$ cat src/rtl/hazard_check_pkg.sv
// Shared core definitions for the hazard check stage: opcode constants, the
// pending-counter width default, the check-register layout and source/dest decode.
package hazard_check_pkg;

  localparam int PEND_W_DEFAULT = 2;

  localparam logic [6:0] OPC_LUI    = 7'h37;
  localparam logic [6:0] OPC_AUIPC  = 7'h17;
  localparam logic [6:0] OPC_JAL    = 7'h6F;
  localparam logic [6:0] OPC_JALR   = 7'h67;
  localparam logic [6:0] OPC_BRANCH = 7'h63;
  localparam logic [6:0] OPC_LOAD   = 7'h03;
  localparam logic [6:0] OPC_STORE  = 7'h23;
  localparam logic [6:0] OPC_OP_IMM = 7'h13;
  localparam logic [6:0] OPC_OP     = 7'h33;
  localparam logic [6:0] OPC_SYSTEM = 7'h73;

  typedef struct packed {
    logic [31:0] pc;
    logic [6:0]  opcode;
    logic [4:0]  rd;
    logic [11:0] csr;
    logic [2:0]  funct3;
    logic [6:0]  funct7;
    logic [31:0] imm;
  } check_t;

  function automatic logic uses_rs1(input logic [6:0] opcode);
    case (opcode)
      OPC_JALR, OPC_LOAD, OPC_OP_IMM, OPC_SYSTEM,
      OPC_OP, OPC_STORE, OPC_BRANCH: return 1'b1;
      default:                       return 1'b0;
    endcase
  endfunction

  function automatic logic uses_rs2(input logic [6:0] opcode);
    case (opcode)
      OPC_OP, OPC_STORE, OPC_BRANCH: return 1'b1;
      default:                       return 1'b0;
    endcase
  endfunction

  // x0 is never tracked, so a zero rd never counts as a write.
  function automatic logic writes_rd(input logic [6:0] opcode, input logic [4:0] rd);
    return (opcode != OPC_STORE) && (opcode != OPC_BRANCH) && (rd != 5'd0);
  endfunction

endpackage

$ cat src/rtl/hazard_scoreboard.sv
// Per-register pending-write counters with one increment port, two decrement
// ports (retire and flush) and busy/saturated lookups for rs1, rs2 and rd.
module hazard_scoreboard
  import hazard_check_pkg::*;
#(
  parameter int PEND_W = PEND_W_DEFAULT
) (
  input  logic       CLK,
  input  logic       RST,
  input  logic       inc_en,
  input  logic [4:0] inc_idx,
  input  logic       dec_a_en,
  input  logic [4:0] dec_a_idx,
  input  logic       dec_b_en,
  input  logic [4:0] dec_b_idx,
  input  logic [4:0] rs1_idx,
  input  logic [4:0] rs2_idx,
  input  logic [4:0] rd_idx,
  output logic       rs1_busy,
  output logic       rs2_busy,
  output logic       rd_sat,
  output logic       any_busy
);

  localparam logic [PEND_W-1:0] CNT_MAX = '1;

  logic [PEND_W-1:0] cnt_q [32];
  logic [PEND_W-1:0] cnt_d [32];

  // Increment first, then each decrement floors at zero: inc+dec on one
  // register nets to no change, and a double decrement of 1 lands on 0.
  // Increments never overflow because a saturated rd stalls issue.
  always_comb begin
    for (int r = 0; r < 32; r++) begin
      // NOTE: every always_comb output gets a default first so no path leaves it unassigned (no latch).
      cnt_d[r] = cnt_q[r];
      if (inc_en && inc_idx == 5'(r))
        cnt_d[r] = cnt_d[r] + PEND_W'(1);
      if (dec_a_en && dec_a_idx == 5'(r) && cnt_d[r] != '0)
        cnt_d[r] = cnt_d[r] - PEND_W'(1);
      if (dec_b_en && dec_b_idx == 5'(r) && cnt_d[r] != '0)
        cnt_d[r] = cnt_d[r] - PEND_W'(1);
    end
  end

  always_ff @(posedge CLK) begin
    for (int r = 0; r < 32; r++) begin
      // NOTE: this array is state, not storage -- it must be reset, otherwise a stale count stalls forever.
      if (RST) cnt_q[r] <= '0;
      // NOTE: sequential state uses non-blocking assignment only.
      else     cnt_q[r] <= cnt_d[r];
    end
  end

  assign rs1_busy = (cnt_q[rs1_idx] != '0);
  assign rs2_busy = (cnt_q[rs2_idx] != '0);
  assign rd_sat   = (cnt_q[rd_idx] == CNT_MAX);

  always_comb begin
    any_busy = 1'b0;
    for (int r = 0; r < 32; r++)
      if (cnt_q[r] != '0) any_busy = 1'b1;
  end

endmodule

$ cat src/rtl/hazard_check.sv
// Decode-2nd/check stage: check register, opcode decode and RAW/WAW stall.
// Build option HAZARD_CHECK_CSR_EN serialises SYSTEM instructions.
module hazard_check
  import hazard_check_pkg::*;
#(
  parameter int PEND_W = PEND_W_DEFAULT
) (
  input  logic        CLK,
  input  logic        RST,
  input  logic        FLUSH,
  input  logic        MEM_WAIT,
  input  logic        DECODE_VALID,
  input  logic [31:0] DECODE_PC,
  input  logic [6:0]  DECODE_OPCODE,
  input  logic [4:0]  DECODE_RS1,
  input  logic [4:0]  DECODE_RS2,
  input  logic [4:0]  DECODE_RD,
  input  logic [11:0] DECODE_CSR,
  input  logic [2:0]  DECODE_FUNCT3,
  input  logic [6:0]  DECODE_FUNCT7,
  input  logic [31:0] DECODE_IMM,
  input  logic        RETIRE_VALID,
  input  logic [4:0]  RETIRE_RD,
  output logic        STALL,
  output logic [31:0] CHECK_PC,
  output logic [6:0]  CHECK_OPCODE,
  output logic [4:0]  CHECK_RD,
  output logic [11:0] CHECK_CSR,
  output logic [2:0]  CHECK_FUNCT3,
  output logic [6:0]  CHECK_FUNCT7,
  output logic [31:0] CHECK_IMM
);

  check_t chk_q, chk_d;
  logic   dec_rs1, dec_rs2, dec_wr;
  logic   rs1_busy, rs2_busy, rd_sat, any_busy;
  logic   stall, issue;

  assign dec_rs1 = uses_rs1(DECODE_OPCODE);
  assign dec_rs2 = uses_rs2(DECODE_OPCODE);
  assign dec_wr  = writes_rd(DECODE_OPCODE, DECODE_RD);

  always_comb begin
    stall = 1'b0;
    if (DECODE_VALID) begin
      stall = (dec_rs1 && rs1_busy) || (dec_rs2 && rs2_busy) || (dec_wr && rd_sat);
`ifdef HAZARD_CHECK_CSR_EN
      if (DECODE_OPCODE == OPC_SYSTEM && any_busy) stall = 1'b1;
      if (chk_q.opcode == OPC_SYSTEM)              stall = 1'b1;
`endif
    end
  end

`ifndef HAZARD_CHECK_CSR_EN
  logic unused_any_busy;
  assign unused_any_busy = any_busy;
`endif

  assign STALL = stall;
  assign issue = DECODE_VALID && !stall && !MEM_WAIT && !FLUSH;

  // FLUSH beats MEM_WAIT; a stall or empty decode slot inserts a NOP.
  always_comb begin
    chk_d = chk_q;
    if (FLUSH) begin
      chk_d = '0;
    end else if (!MEM_WAIT) begin
      chk_d = '0;
      if (issue) begin
        chk_d.pc     = DECODE_PC;
        chk_d.opcode = DECODE_OPCODE;
        chk_d.rd     = DECODE_RD;
        chk_d.csr    = DECODE_CSR;
        chk_d.funct3 = DECODE_FUNCT3;
        chk_d.funct7 = DECODE_FUNCT7;
        chk_d.imm    = DECODE_IMM;
      end
    end
  end

  always_ff @(posedge CLK) begin
    if (RST) chk_q <= '0;
    else     chk_q <= chk_d;
  end

  hazard_scoreboard #(.PEND_W(PEND_W)) u_scoreboard (
    .CLK      (CLK),
    .RST      (RST),
    .inc_en   (issue && dec_wr),
    .inc_idx  (DECODE_RD),
    .dec_a_en (RETIRE_VALID && RETIRE_RD != 5'd0),
    .dec_a_idx(RETIRE_RD),
    .dec_b_en (FLUSH && writes_rd(chk_q.opcode, chk_q.rd)),
    .dec_b_idx(chk_q.rd),
    .rs1_idx  (DECODE_RS1),
    .rs2_idx  (DECODE_RS2),
    .rd_idx   (DECODE_RD),
    .rs1_busy (rs1_busy),
    .rs2_busy (rs2_busy),
    .rd_sat   (rd_sat),
    .any_busy (any_busy)
  );

  assign CHECK_PC     = chk_q.pc;
  assign CHECK_OPCODE = chk_q.opcode;
  assign CHECK_RD     = chk_q.rd;
  assign CHECK_CSR    = chk_q.csr;
  assign CHECK_FUNCT3 = chk_q.funct3;
  assign CHECK_FUNCT7 = chk_q.funct7;
  assign CHECK_IMM    = chk_q.imm;

endmodule

$ cat config.mk
export PLATFORM = sky130hd
export DESIGN_NAME = hazard_check
export DESIGN_NICKNAME = d
export VERILOG_FILES = /design/src/rtl/hazard_check_pkg.sv /design/src/rtl/hazard_scoreboard.sv /design/src/rtl/hazard_check.sv
export SDC_FILE = /design/constraint.sdc
export NUM_CORES = 1
export LEC_CHECK = 0
export ABC_CLOCK_PERIOD_IN_PS = 4400
export BUFFER_PORTS_ARGS = -buffer_cell sky130_fd_sc_hd__buf_2
export CORE_ASPECT_RATIO = 0.9
export CORE_MARGIN = 5
export CORE_UTILIZATION = 42
export CTS_CLUSTER_SIZE = 20
export DETAILED_ROUTE_END_ITERATION = 6
export PLACE_DENSITY = 0.69
export SYNTH_ARGS = -nofsm -noshare
export SYNTH_HDL_FRONTEND = slang
export SYNTH_SLANG_ARGS = --single-unit
$ cat constraint.sdc
create_clock -name CLK -period 4.4 [get_ports CLK]
set_input_delay 0.22 -clock CLK [delete_from_list [all_inputs] [get_ports CLK]]
set_output_delay 0.22 -clock CLK [all_outputs]
set_load 0.005 [all_outputs]
==> metrics.txt <==
number of flops mapped to enable cells by yosys 0; outcome finished, final reports clean; register area 3240 um2; Period minus WS final 4.12 ns; vias in the first global route 10,300; full die area 29,100 um2; Synth Warn # 0; Post-DRT Antenna Nets 0; prevailing post-synth register cell dfxtp_1; Post-route DRC 0; Final Power 3.41 mW; Critical Path Max Stage Delay 0.70 ns; CTS Root Cell clkbuf_16; Startpoint Class register; Yosys reg bits 162; HPWL after DPL 28,800 um; htree depth 4; period utilization 93.7%; buffer depth of the longest clock path 2; post-synthesis async set-or-reset flop share 0%; post-synthesis average cell area 7.91 um2; vias post-DR 11,400; Worst Path Required 4.71 ns; total gr overflow 0; latest clock arrival within the worst-skew pair 0.44 ns; number of setup buffers added after CTS 0; worst hold endpoint CHECK_PC[3]$_SDFFE_PP0N_; CTS tree done; final count of negative-setup-slack endpoints 0; worst ir drop on vdd 0.266 mV; CP endpoint kind register; class of the worst hold path in -> reg; area leader, netlist dfxtp_1; part of the Yosys area used for sequential elements 29.9%; worst setup path category reg -> reg; hold slack 0.0146 ns; Hold Crit Depth 3; Inserted Clock Buffers 17; pwr/cell area 267 nW/um2; antenna violations before repair 1; I/O Buffers 217; Pre-antenna DRT Iters 6; final hold vios 0; Area contributors post-synth dfxtp_1, nor2_1, a22oi_1; # fillers 2,529; initial DRC count 1,259; Die Wd 179 um; Die H 162 um; Final Max Slew Viols 0; number of max-cap violations 0; Pleak 4.82 nW; FP Rows 55; layout cell share with drive strength beyond 1 23.5%; share of the synthesized area in the top cell type 29.9%; cts hold-fix bufs 1; Clk pin slew, worst setup/hold paths 0.07 ns; Tightest Pin Transition 1.10 ns; Worst Path Max Fanout 12; mapped cell area 10,800 um2; relative slew slack 26.6%; Setup TNS 0 ns; Ports 218; vias per cell 6.00; nets 1,688; Synth Net Count 1,521; RSZ-0062 raised after global routing no; Initial Util 42.8%; post-CTS sizing 0; GRT Resource Usage Total 25.3%; CP max-delay cell or4_4; wire length per cell 20.4 um; FF-to-FF End u_scoreboard.cnt_q[13][1]$_SDFF_PP0_; CP Data Arrival Time 4.43 ns; routability cong. 0.979; Final Skew 0.0191 ns; worst r2r src u_scoreboard.cnt_q[31][0]$_SDFF_PP0_; final std cells w/o fill 1,893; largest net degree at the start of global routing 99; area occupied by multi-input gates 7050 um2; Post-Place Cells 1,860; hold_sp DECODE_PC[3]; Area Overhead vs Synth 18.0%; post-synth cell types 94; final wirelength 38,600 um; global-route wire length before repair 58,000 um; core area 25,300 um2; r2r setup slk 0.28 ns; crit-path cells nor2_1 -> mux4_2 -> and3_1 -> or4_4 -> nand3_4 -> buf_4 -> nor3_1 -> o2bb2ai_1 -> or2_2 -> ha_1 -> or3_1 -> inv_1 -> a2bb2oi_1 -> a31oi_1; Mapped Cells 1,371; Max Clk Rate 243 MHz; CTS sink count 162; worst reg-to-reg path cell count 14
[per-layer routing]
layer | wire (um) | global-route usage [%] | share of wire (%)
met4 | 1190 | 9.45 | 3.1
met1 | 16200 | 33.9 | 42
met2 | 17700 | 39.7 | 46
met3 | 3540 | 5.85 | 9.1
met5 | 0 | 0 | 0
[synthesized netlist by cell type, types with 9 or more instances]
cell type  instances
or3_1             26
nand3_1           52
and3_1            10
nor2_1           221
inv_1             26
a21oi_1           42
ha_1              31
a22oi_1          100
a211o_1           18
nor2b_1           13
and2_1            12
nor3_1            63
o31ai_1            9
buf_2             22
dfxtp_1          162
o21ai_0           33
xnor2_1           17
o211ai_1          14
or2_2             14
a31oi_1           21
mux2_2            10
xor2_1            11
nor4_1            23
nand4_1           13
clkbuf_1          72
nand2b_1          14
o221ai_1          10
mux2i_1           34
nand2_1          101
[cell usage in the layout, fill, tap and decap left out, drive strengths merged, types with 26 or more instances in the layout]
cell   Yosys  layout
a22oi    100     100
ha        31      31
buf       33     253
mux2i     34      34
dfxtp    162     162
o21ai     37      37
nor2     222     222
nand3     59      59
nand2    101     101
or3       26      26
inv       27      32
a21oi     43      43
nor3      70      70
[power by group]
| part | switching [mW] | internal [mW] | total [mW] |
|---|---|---|---|
| logic | 0.246 | 0.133 | 0.379 |
| clock network | 0.685 | 0.863 | 1.55 |
| registers | 0.00843 | 1.48 | 1.49 |
| total | 0.939 | 2.47 | 3.41 |
[sequential cells by signal, indices dropped and copies added (netlist names)]
signal / count
CHECK_FUNCT3: 3
u_scoreboard.cnt_q: 64
CHECK_CSR: 12
CHECK_PC: 32
CHECK_FUNCT7: 7
CHECK_OPCODE: 7
CHECK_RD: 5
CHECK_IMM: 32
[logic make-up after synthesis]
group           synth area share, %
compound gates                 23.1
xor+xnor                       2.26
fa+ha+maj                      3.58
buf+inv                        5.29
flops                          29.9
mux                            6.77
simple gates                   29.1
[through the flow]
step                util [%]  setup WS (ns)  area [um2]
finish                  50.6          0.277       12800
CTS                     50.5          0.303       12800
global route            50.5         0.0537       12800
detailed placement      48.2          0.299       12200
floorplan                  -          0.676       10800
global placement        48.2          0.395       12200
[worst max-delay path: cells and delay by family, from the launching register on]
family	cells	cell delay, ns
muxes	1	0.47
DFF	1	0.47
AOI/OAI and AO/OA	3	0.45
and+or+nand+nor	7	2.08
adders and majority gates	1	0.19
buffers and inverters	2	0.34
[worst max-delay path by stage]
| stage | slack [ns] | startpoint | end |
|---|---|---|---|
| 2_1_floorplan | 0.68 | u_scoreboard.cnt_q[1][1]$_SDFF_PP0_ | u_scoreboard.cnt_q[15][0]$_SDFF_PP0_ |
| 3_3_place_gp | 0.40 | u_scoreboard.cnt_q[31][0]$_SDFF_PP0_ | u_scoreboard.cnt_q[13][1]$_SDFF_PP0_ |
| 3_5_place_dp | 0.30 | u_scoreboard.cnt_q[31][0]$_SDFF_PP0_ | u_scoreboard.cnt_q[13][1]$_SDFF_PP0_ |
| 4_1_cts | 0.30 | u_scoreboard.cnt_q[31][0]$_SDFF_PP0_ | u_scoreboard.cnt_q[13][1]$_SDFF_PP0_ |
| 5_1_grt | 0.05 | u_scoreboard.cnt_q[31][0]$_SDFF_PP0_ | u_scoreboard.cnt_q[13][1]$_SDFF_PP0_ |
| 6_report | 0.28 | u_scoreboard.cnt_q[31][0]$_SDFF_PP0_ | u_scoreboard.cnt_q[13][1]$_SDFF_PP0_ |
[layout make-up]
cell class	instances	share of cell area (%)
repair buffers	254	10.9
clock buffers	19	3.46
well taps	342	3.34
clock inverters	12	1.14
multi-input cells	1076	55.0
inverters	27	0.792
diodes	1	0.0195
flip-flops and latches	162	25.3
No activity file was read; power rests on OpenSTA's default activity.
